===== config.mk =====
export PLATFORM = sky130hd
export DESIGN_NAME = tron_bram_sched
export DESIGN_NICKNAME = d
export VERILOG_FILES = /design/src/rtl/tron_bram_sched.sv
export SDC_FILE = /design/constraint.sdc
export NUM_CORES = 1
export LEC_CHECK = 0
export CAP_MARGIN = 20
export CELL_PAD_IN_SITES_DETAIL_PLACEMENT = 1
export CELL_PAD_IN_SITES_GLOBAL_PLACEMENT = 2
export CORE_MARGIN = 3
export CORE_UTILIZATION = 32
export DETAILED_ROUTE_END_ITERATION = 16
export HOLD_SLACK_MARGIN = 0.08
export PLACE_DENSITY = 0.77
export SYNTH_ARGS = -nofsm -noshare
export SYNTH_HDL_FRONTEND = slang
export SYNTH_SLANG_ARGS = --single-unit

===== constraint.sdc =====
create_clock -name clk -period 2.4 [get_ports clk]
set_input_delay 0.48 -clock clk [delete_from_list [all_inputs] [get_ports clk]]
set_output_delay 0.48 -clock clk [all_outputs]
set_load 0.05 [all_outputs]

===== src/rtl/tron_bram_sched.sv =====
// Trail-BRAM sequencer for the TRON arena. Each tick it reads both head cells,
// resolves collisions and writes the surviving heads. It also zeroes the map after reset or restart.
module tron_bram_sched #(
    parameter int GRID_W = 160,
    parameter int GRID_H = 120,
    parameter int ADDR_W = 15
) (
    input  logic              clk,
    input  logic              resetn,
    input  logic              tick,
    input  logic              clear_req,
    input  logic [7:0]        p1_x,
    input  logic [6:0]        p1_y,
    input  logic [7:0]        p2_x,
    input  logic [6:0]        p2_y,
    output logic [ADDR_W-1:0] mem_addr,
    output logic              mem_we,
    output logic [1:0]        mem_wdata,
    input  logic [1:0]        mem_rdata,
    output logic              busy,
    output logic              step_done,
    output logic              p1_lost,
    output logic              p2_lost
);

    typedef enum logic [2:0] {IDLE, CLEAR, RD1, RD2, CHK, WR1, WR2, DONE} state_t;

    localparam logic [ADDR_W-1:0] LAST = ADDR_W'(GRID_W * GRID_H - 1);

    function automatic logic [ADDR_W-1:0] cell_addr(input logic [7:0] x, input logic [6:0] y);
        return ADDR_W'(y) * ADDR_W'(GRID_W) + ADDR_W'(x);
    endfunction

    function automatic logic is_wall(input logic [7:0] x, input logic [6:0] y);
        return (32'(x) >= GRID_W) || (32'(y) >= GRID_H);
    endfunction

    state_t              state_q, state_d;
    logic [ADDR_W-1:0]   cnt_q, cnt_d;
    logic                clear_pend_q, clear_pend_d;
    logic                p1_lost_q, p1_lost_d, p2_lost_q, p2_lost_d;
    logic [ADDR_W-1:0]   a1_q, a1_d, a2_q, a2_d;
    logic                w1_q, w1_d, w2_q, w2_d;
    logic                same_q, same_d;
    logic [1:0]          d1_q, d1_d;
    logic                n1_q, n1_d, n2_q, n2_d;
    logic [ADDR_W-1:0]   mem_addr_q, mem_addr_d;
    logic                mem_we_q, mem_we_d;
    logic [1:0]          mem_wdata_q, mem_wdata_d;
    logic                busy_q, busy_d;
    logic                step_done_q, step_done_d;
    logic                w1_in, w2_in;

    always_comb begin
        state_d      = state_q;
        cnt_d        = cnt_q;
        clear_pend_d = clear_pend_q | clear_req;
        p1_lost_d    = p1_lost_q;
        p2_lost_d    = p2_lost_q;
        a1_d         = a1_q;
        a2_d         = a2_q;
        w1_d         = w1_q;
        w2_d         = w2_q;
        same_d       = same_q;
        d1_d         = d1_q;
        n1_d         = n1_q;
        n2_d         = n2_q;
        w1_in        = is_wall(p1_x, p1_y);
        w2_in        = is_wall(p2_x, p2_y);

        case (state_q)
            IDLE: begin
                if (clear_pend_q || clear_req) begin
                    state_d = CLEAR;
                    cnt_d   = '0;
                end else if (tick && !p1_lost_q && !p2_lost_q) begin
                    w1_d    = w1_in;
                    w2_d    = w2_in;
                    a1_d    = w1_in ? '0 : cell_addr(p1_x, p1_y);
                    a2_d    = w2_in ? '0 : cell_addr(p2_x, p2_y);
                    same_d  = !w1_in && !w2_in && (p1_x == p2_x) && (p1_y == p2_y);
                    state_d = RD1;
                end
            end
            CLEAR: begin
                // The first cycle out of reset presents no write yet, so only
                // advance once the current address has actually been written.
                if (mem_we_q) begin
                    if (cnt_q == LAST) begin
                        state_d      = IDLE;
                        p1_lost_d    = 1'b0;
                        p2_lost_d    = 1'b0;
                        clear_pend_d = clear_req;
                    end else begin
                        cnt_d = cnt_q + 1'b1;
                    end
                end
            end
            RD1: state_d = RD2;
            RD2: begin
                d1_d    = mem_rdata;
                state_d = CHK;
            end
            CHK: begin
                n1_d      = w1_q || (d1_q != 2'b00) || same_q;
                n2_d      = w2_q || (mem_rdata != 2'b00) || same_q;
                p1_lost_d = p1_lost_q | n1_d;
                p2_lost_d = p2_lost_q | n2_d;
                state_d   = WR1;
            end
            WR1:     state_d = WR2;
            WR2:     state_d = DONE;
            DONE:    state_d = IDLE;
            default: state_d = IDLE;
        endcase

        // Outputs are registered from the next state so they stay 0 in reset.
        mem_addr_d  = '0;
        mem_we_d    = 1'b0;
        mem_wdata_d = 2'b00;
        case (state_d)
            CLEAR: begin
                mem_we_d   = 1'b1;
                mem_addr_d = cnt_d;
            end
            RD1: mem_addr_d = a1_d;
            RD2: mem_addr_d = a2_d;
            WR1: begin
                mem_addr_d  = a1_d;
                mem_we_d    = !n1_d;
                mem_wdata_d = 2'b01;
            end
            WR2: begin
                mem_addr_d  = a2_d;
                mem_we_d    = !n2_d;
                mem_wdata_d = 2'b10;
            end
            default: ;
        endcase
        busy_d      = (state_d != IDLE);
        step_done_d = (state_d == DONE);
    end

    always_ff @(posedge clk or negedge resetn) begin
        if (!resetn) begin
            state_q      <= CLEAR;
            cnt_q        <= '0;
            clear_pend_q <= 1'b0;
            p1_lost_q    <= 1'b0;
            p2_lost_q    <= 1'b0;
            a1_q         <= '0;
            a2_q         <= '0;
            w1_q         <= 1'b0;
            w2_q         <= 1'b0;
            same_q       <= 1'b0;
            d1_q         <= 2'b00;
            n1_q         <= 1'b0;
            n2_q         <= 1'b0;
            mem_addr_q   <= '0;
            mem_we_q     <= 1'b0;
            mem_wdata_q  <= 2'b00;
            busy_q       <= 1'b0;
            step_done_q  <= 1'b0;
        end else begin
            state_q      <= state_d;
            cnt_q        <= cnt_d;
            clear_pend_q <= clear_pend_d;
            p1_lost_q    <= p1_lost_d;
            p2_lost_q    <= p2_lost_d;
            a1_q         <= a1_d;
            a2_q         <= a2_d;
            w1_q         <= w1_d;
            w2_q         <= w2_d;
            same_q       <= same_d;
            d1_q         <= d1_d;
            n1_q         <= n1_d;
            n2_q         <= n2_d;
            mem_addr_q   <= mem_addr_d;
            mem_we_q     <= mem_we_d;
            mem_wdata_q  <= mem_wdata_d;
            busy_q       <= busy_d;
            step_done_q  <= step_done_d;
        end
    end

    assign mem_addr  = mem_addr_q;
    assign mem_we    = mem_we_q;
    assign mem_wdata = mem_wdata_q;
    assign busy      = busy_q;
    assign step_done = step_done_q;
    assign p1_lost   = p1_lost_q;
    assign p2_lost   = p2_lost_q;

endmodule


==> out/results.txt, run 1 <==
Async SR Flop Fraction: 100.0%
H-tree levels: 3
Max clock buf depth: 2
number of synthesized flops with an enable pin: 0
via count: 4,098
syn_area_per_cell: 10.24 um2
Initial Util: 32.78%
FP Rows: 43
Placed Area: 0.006035 mm2
RePlAce Congestion: 0.8313
clock-pin slew on the worst setup and hold paths: 0.06 ns
Area contributors post-synth: dfrtp_1 (42%), ha_1 (7.4%), a22o_1 (5.4%), xnor2_1 (3.6%), xor2_1 (3.1%)
R2R depth: 8
RSZ-0062 raised after global routing: true
Tot Pwr: 5.007 mW
post-synth cell types: 64
prevailing post-synth register cell: dfrtp_1
critical setup path kind: flip-flop to flip-flop
Worst Setup SP: state_q[0]
initial antenna violation count: 0
first-pass GRT wire length: 23,180 um
WP data arrival: 2.67 ns
startpoint types: flip-flop
maximum clock rate: 416.3 MHz
Clock Skew: 0.007115 ns
Boundary Pins: 58
min-delay worst type: primary input to async pin
Crit Path Max Fanout: 14
final net count: 657
Hold-fix buffers, CTS: 0
final hold slack: 0.09077 ns
CTS tree: built
worst setup path endpoint: mem_addr[6]
top-count cell post-synth: dfrtp_1
Synth Net Count: 513
Starting DRT DRC Count: 295
CP Capture Type: flip-flop
antenna diode count: 0
PD cells: 750.2 mW/mm2
fin util: 47.89%
# setup viols final: 1
DRC Markers: 0
reg2reg start: state_q[0]
cell taking the most area after synthesis: dfrtp_1
register-to-register setup slack: -0.002 ns
Area Growth Syn to Fin: 46.10%
Tcrit/Tclk final: 100.1%
largest net degree at the start of global routing: 48
final hold viol count: 0
antenna viol nets, final: 0
Seq/Total Area, Yosys: 42.76%
gr usage total: 18.33%
mapped cell area: 0.004568 mm2
layout cell share with drive strength beyond 1: 29.75%
Yosys reg bits: 78
Die Ht: 125.5 um
top-area cell type share of the netlist area: 42.18%
Synthesis Warnings: 0
clk_lat worst skew: 0.33 ns
synth cell count leaders: dfrtp_1 (77), nand2_1 (31), nor2_1 (29)
full die area: 0.01575 mm2
buffers added on ports: 57
vias per inst: 5.288
Final Max Slew Viols: 0
worst slew pin tran: 0.8333 ns
fin worst setup slack: -0.002092 ns
CTS Buf Count: 9
failing checks: setup timing
clk sinks: 78
Pleak: 3.045 nW
1st-pass router iterations: 4
CP required: 2.67 ns
relative slew slack: 44.02%
vias in the first global route: 4,363
worst ir drop on vdd: 331.3 uV
Root Buffer: clkbuf_16
design area: 0.006674 mm2
Cells after Synth: 446
Min Clock Period, post-route: 2.402 ns
Die Width: 125.5 um
WL/cell: 18.61 um
reg2reg end: mem_addr[6]
routed wire length: 14,420 um
GRT overflow: 0
Max-cap violations: 0
DP Wirelength: 10,990 um
core area: 0.01393 mm2
outcome: complete, but fails checks
[metal layers]
metal / vias up / track usage, % / share of wire, %
met5: - / 0 / 0
met4: 0 / 5.485 / 1.6
met3: 15 / 2.691 / 2.5
met2: 72 / 31.40 / 51
met1: 2054 / 24.03 / 45
li1: 1957 / - / -
[flip-flops by register name, indices dropped and copies added (netlist names), 2 cells and up]
signal / flops
a1_q: 15
a2_q: 15
cnt_q: 15
d1_q: 2
mem_addr: 15
mem_wdata: 2
state_q: 3
[layout by cell type (no fill, tap or decap), types with 3 or more instances in the layout]
cell	n
buf_4	86
dfrtp_1	77
clkdlybuf4s50_1	43
nand2_1	30
a22o_1	27
nor2_1	25
o21ai_0	21
xnor2_1	19
a21oi_1	18
ha_4	15
xor2_1	13
inv_1	13
a21o_1	12
nand4_1	11
nand3_1	10
ha_1	10
clkbuf_16	9
and2_1	8
nor3_1	6
a221o_1	6
and3_1	5
a31oi_1	5
mux2_2	5
o21ai_1	5
clkbuf_1	5
mux2i_1	4
nand2b_1	4
a21oi_2	4
nand3_2	3
a222oi_1	3
nor4_1	3
nor2_2	3
dlygate4sd2_1	3
clkbuf_2	3
buf_2	3
[final cells by class]
| class | instances | area [um2] |
|---|---|---|
| fill | 1507 | 7261 |
| multi-input combinational | 339 | 2903 |
| sequential | 78 | 1953 |
| timing repair buffer | 148 | 1286 |
| clock buffer | 14 | 244.0 |
| tap | 180 | 225.2 |
| inverter | 14 | 52.55 |
| clock inverter | 2 | 10.01 |
[kinds of logic after synthesis]
logic type	share of synthesized area, %
AOI/OAI and AO/OA	19.86
DFF	42.76
xor gates and xnor gates	7.724
buffers and inverters	3.150
adders and majority gates	9.367
and+or+nand+nor	15.04
muxes	2.109
[worst min path at each step]
stage / start / to / slack (ns) / cells past startpoint
floorplan: resetn / a1_q[0] / 0.18 / 0
global placement: resetn / cnt_q[5] / 0.46 / 1
detailed placement: resetn / cnt_q[5] / 0.46 / 1
CTS: resetn / mem_addr[7] / 0.10 / 1
global route: resetn / mem_addr[7] / 0.12 / 1
finish: resetn / cnt_q[5] / 0.09 / 1
[per-stage QoR]
stage | cells | setup slack, ns | TNS, ns
floorplan | 446 | -0.04346 | -0.08914
global placement | 750 | -0.6487 | -19.24
detailed placement | 750 | -0.7349 | -20.80
CTS | 773 | -0.07388 | -0.7072
global route | 775 | -0.07232 | -0.5707
finish | 775 | -0.002092 | -0.002092
[power by group]
part | internal [mW] | switching, mW
sequential | 1.49 | 0.111
clock | 0.698 | 0.496
combinational | 0.895 | 1.32
[critical path, stage by stage (launching register included)]
cell and delay (ns):
dfstp_2 0.37, or4_4 0.53, or4_4 0.55, buf_6 0.18, nor2_4 0.11, buf_12 0.15
a22o_1 0.16, a22o_1 0.19, a21o_1 0.10
[what timing repair did]
action,in CTS,in global routing
resized for setup,59,31
endpoints found under the setup margin,27,23
buffers inserted,6,1
cloned,1,1
pin swaps,23,15
No activity file was read; power rests on OpenSTA's default activity.
==> run 2, diff against run 1 <==
ABC_AREA = 1   (was unset)
CORE_UTILIZATION = 30   (was 32)
MAX_ROUTING_LAYER = met4   (was unset)
PLACE_DENSITY = 0.78   (was 0.77)
==> out/results.txt, run 2 <==
outcome: finished clean
worst slew pin tran: 0.6509 ns (-0.1824 ns)
buffers added on ports: 57 (unchanged)
via count: 4,594 (+12%)
Pint: 3.235 mW (+4.9%)
Tcrit/Tclk final: 95.07% (-5.0 points)
core area: 0.01543 mm2 (+11%)
Psw: 2.016 mW (+4.8%)
mapped cell area: 0.004808 mm2 (+5.3%)
commonest cells after routing, fill and taps aside: nand2_1 (191), buf_4 (77), dfrtp_1 (76)
CP required: 2.62 ns (-0.05 ns)
Starting DRT DRC Count: 196 (-34%)
number of synthesized flops with an enable pin: 0 (unchanged)
vias in the first global route: 5,087 (+17%)
Multi-input gate area: 0.002771 mm2 (-4.5%)
startpoint types: primary input
Die Ht: 132.6 um (+5.7%)
Worst Setup SP: p1_y[5]
Yosys reg bits: 77 (-1.3%)
WL/cell: 16.09 um (-14%)
antenna diode count: 0 (unchanged)
clk_lat worst skew: 0.34 ns (about the same)
register area: 0.001928 mm2 (-1.3%)
Synth Net Count: 684 (+33%)
clock-pin slew on the worst setup and hold paths: 0.06 ns (about the same)
top-count cell post-synth: nand2_1
final hold viol count: 0 (unchanged)
worst setup path endpoint: mem_addr[14]
clk sinks: 77 (-1.3%)
min-delay worst type: primary input to async pin
Clk network pwr share: 28.0% (+4.1 points)
reg2reg end: mem_addr[1]
dpl cells: 945 (+26%)
gr usage total: 18.92% (+0.59 points)
Tot Pwr: 5.251 mW (+4.9%)
top-area cell type share of the netlist area: 39.55% (-2.6 points)
register-to-register setup slack: 0.39 ns (+0.39 ns)
post-synth cell types: 45 (-30%)
1st-pass router iterations: 4 (unchanged)
leading cell type in the layout, fill and taps excluded: nand2_1
Die Width: 132.6 um (+5.7%)
fin util: 43.47% (-4.4 points)
Synthesis Warnings: 0 (unchanged)
CP Capture Type: flip-flop
Root Buffer: clkbuf_16
routed wire length: 15,560 um (+7.9%)
initial antenna violation count: 0 (unchanged)
largest net degree at the start of global routing: 37 (-23%)
R2R depth: 10 (+2)
maximum clock rate: 438.3 MHz (+5.3%)
# setup viols final: 0 (-1)
Layout fillers: 1,878 (+25%)
Boundary Pins: 58 (unchanged)
H-tree levels: 3 (unchanged)
final net count: 818 (+25%)
Pleak: 3.345 nW (+9.9%)
PD cells: 783.0 mW/mm2 (+4.4%)
RePlAce Congestion: 0.8808 (+6.0%)
CTS tree: built
Crit Path Max Fanout: 4 (-10)
DP Wirelength: 12,420 um (+13%)
Seq/Total Area, Yosys: 40.10% (-2.7 points)
Max-cap violations: 0 (unchanged)
Reg power frac: 33.3% (+1.3 points)
critical setup path kind: primary input to flip-flop
full die area: 0.01758 mm2 (+12%)
WP data arrival: 2.50 ns (-0.17 ns)
FP Rows: 45 (+4.7%)
CTS Buf Count: 9 (unchanged)
cell taking the most area after synthesis: dfrtp_1
Min Clock Period, post-route: 2.282 ns (-0.1205 ns)
DRC Markers: 0 (unchanged)
Cells after Synth: 617 (+38%)
fin cells: 967 (+25%)
Sw Share: 38.40% (about the same)
Max clock buf depth: 2 (unchanged)
worst ir drop on vdd: 350.5 uV (+5.8%)
GRT overflow: 0 (unchanged)
antenna viol nets, final: 0 (unchanged)
Area contributors post-synth: dfrtp_1 (40%), nand2_1 (16%), ha_1 (7.0%), nand3_1 (5.7%), inv_1 (5.4%)
Async SR Flop Fraction: 100.0% (unchanged)
RSZ-0062 raised after global routing: true
Clock Skew: 0.004754 ns (-0.002361 ns)
Final Max Slew Viols: 0 (unchanged)
synth cell count leaders: nand2_1 (205), dfrtp_1 (76), inv_1 (69)
combinational group share of total power: 38.8% (-5.4 points)
first-pass GRT wire length: 25,760 um (+11%)
final hold slack: 0.09580 ns (+0.005026 ns)
layout cell share with drive strength beyond 1: 23.28% (-6.5 points)
reg2reg start: cnt_q[0]
Initial Util: 31.17% (-1.6 points)
Area Growth Syn to Fin: 39.47%
syn_area_per_cell: 7.793 um2 (-24%)
prevailing post-synth register cell: dfrtp_1
final setup TNS: 0 ns (+0.002092 ns)
relative slew slack: 56.61% (+13 points)
vias per inst: 4.751 (-10%)
-- run 2: kinds of logic (layout without fill, tap and decap cells) --
| kind of cell | after synthesis | after routing | synth area share (%) |
|---|---|---|---|
| flops | 77 | 77 | 40.10 |
| mux | 2 | 2 | 0.4684 |
| xor+xnor | 25 | 25 | 4.554 |
| buf+inv | 88 | 227 | 7.676 |
| compound gates | 66 | 66 | 9.264 |
| simple gates | 328 | 328 | 29.25 |
| fa+ha+maj | 31 | 31 | 8.691 |
-- run 2: worst min path at each step --
stage             endpoint  slack (ns)
5_1_grt            p1_lost        0.13
3_5_place_dp      a1_q[12]        0.46
6_report           p2_lost         0.1
3_3_place_gp       a1_q[8]        0.46
4_1_cts        mem_addr[1]        0.11
2_1_floorplan      a1_q[0]        0.18
-- run 2: stage by stage --
step                      setup WS (ns)  instance area [um2]
after global routing           -0.01919                 6706
after global placement          -0.5783                 6111
after CTS                      0.008170                 6564
final                            0.1184                 6706
after detailed placement        -0.7260                 6111
after floorplan               -0.004627                 4811
-- run 2: final cells by class --
class | instances | share of cell area, %
Sequential cell | 77 | 28.75
Clock inverter | 5 | 1.269
Multi-Input combinational cell | 452 | 41.32
Clock buffer | 11 | 3.470
Inverter | 77 | 4.347
Tap cell | 211 | 3.937
Timing Repair Buffer | 134 | 16.90
-- run 2: power by group through the flow --
stage,clock network (mW),logic (mW),registers [mW]
4_1_cts,1.50,2.00,1.75
6_report,1.47,2.04,1.75
3_3_place_gp,0,1.87,1.76
2_1_floorplan,0,0.768,2.13
5_1_grt,1.56,2.24,1.79
3_5_place_dp,0,1.93,1.77
-- run 2: timing repair --
item / 4_1_cts / 5_1_grt
resized for setup: 45 / 37
pin swaps: 24 / 21
endpoints found under the setup margin: 15 / 8
hold buffers: 0 / 0
cloned: 0 / 0
buffers inserted: 3 / 3
-- run 2: metal layers --
metal  wire [um]  track usage (%)  vias to the layer above
met3         405            2.471                       32
met5           0                -                        -
met4         527            8.141                        0
met1        6900            22.42                     2212
li1            -                -                     2260
met2        7729            32.33                       90
-- run 2: critical path: stages --
cell and delay (ns):
clkdlybuf4s50_1 0.44, ha_1 0.33, ha_4 0.31, nand2_1 0.06, inv_1 0.06, nand2_1 0.09, nand2_1 0.09, nand2_1 0.07
nand2_2 0.13, nor2_4 0.05, nand3_2 0.07, nand2_2 0.05, nand2_1 0.07, nand2_1 0.06, nand2_1 0.07, nand3_1 0.07
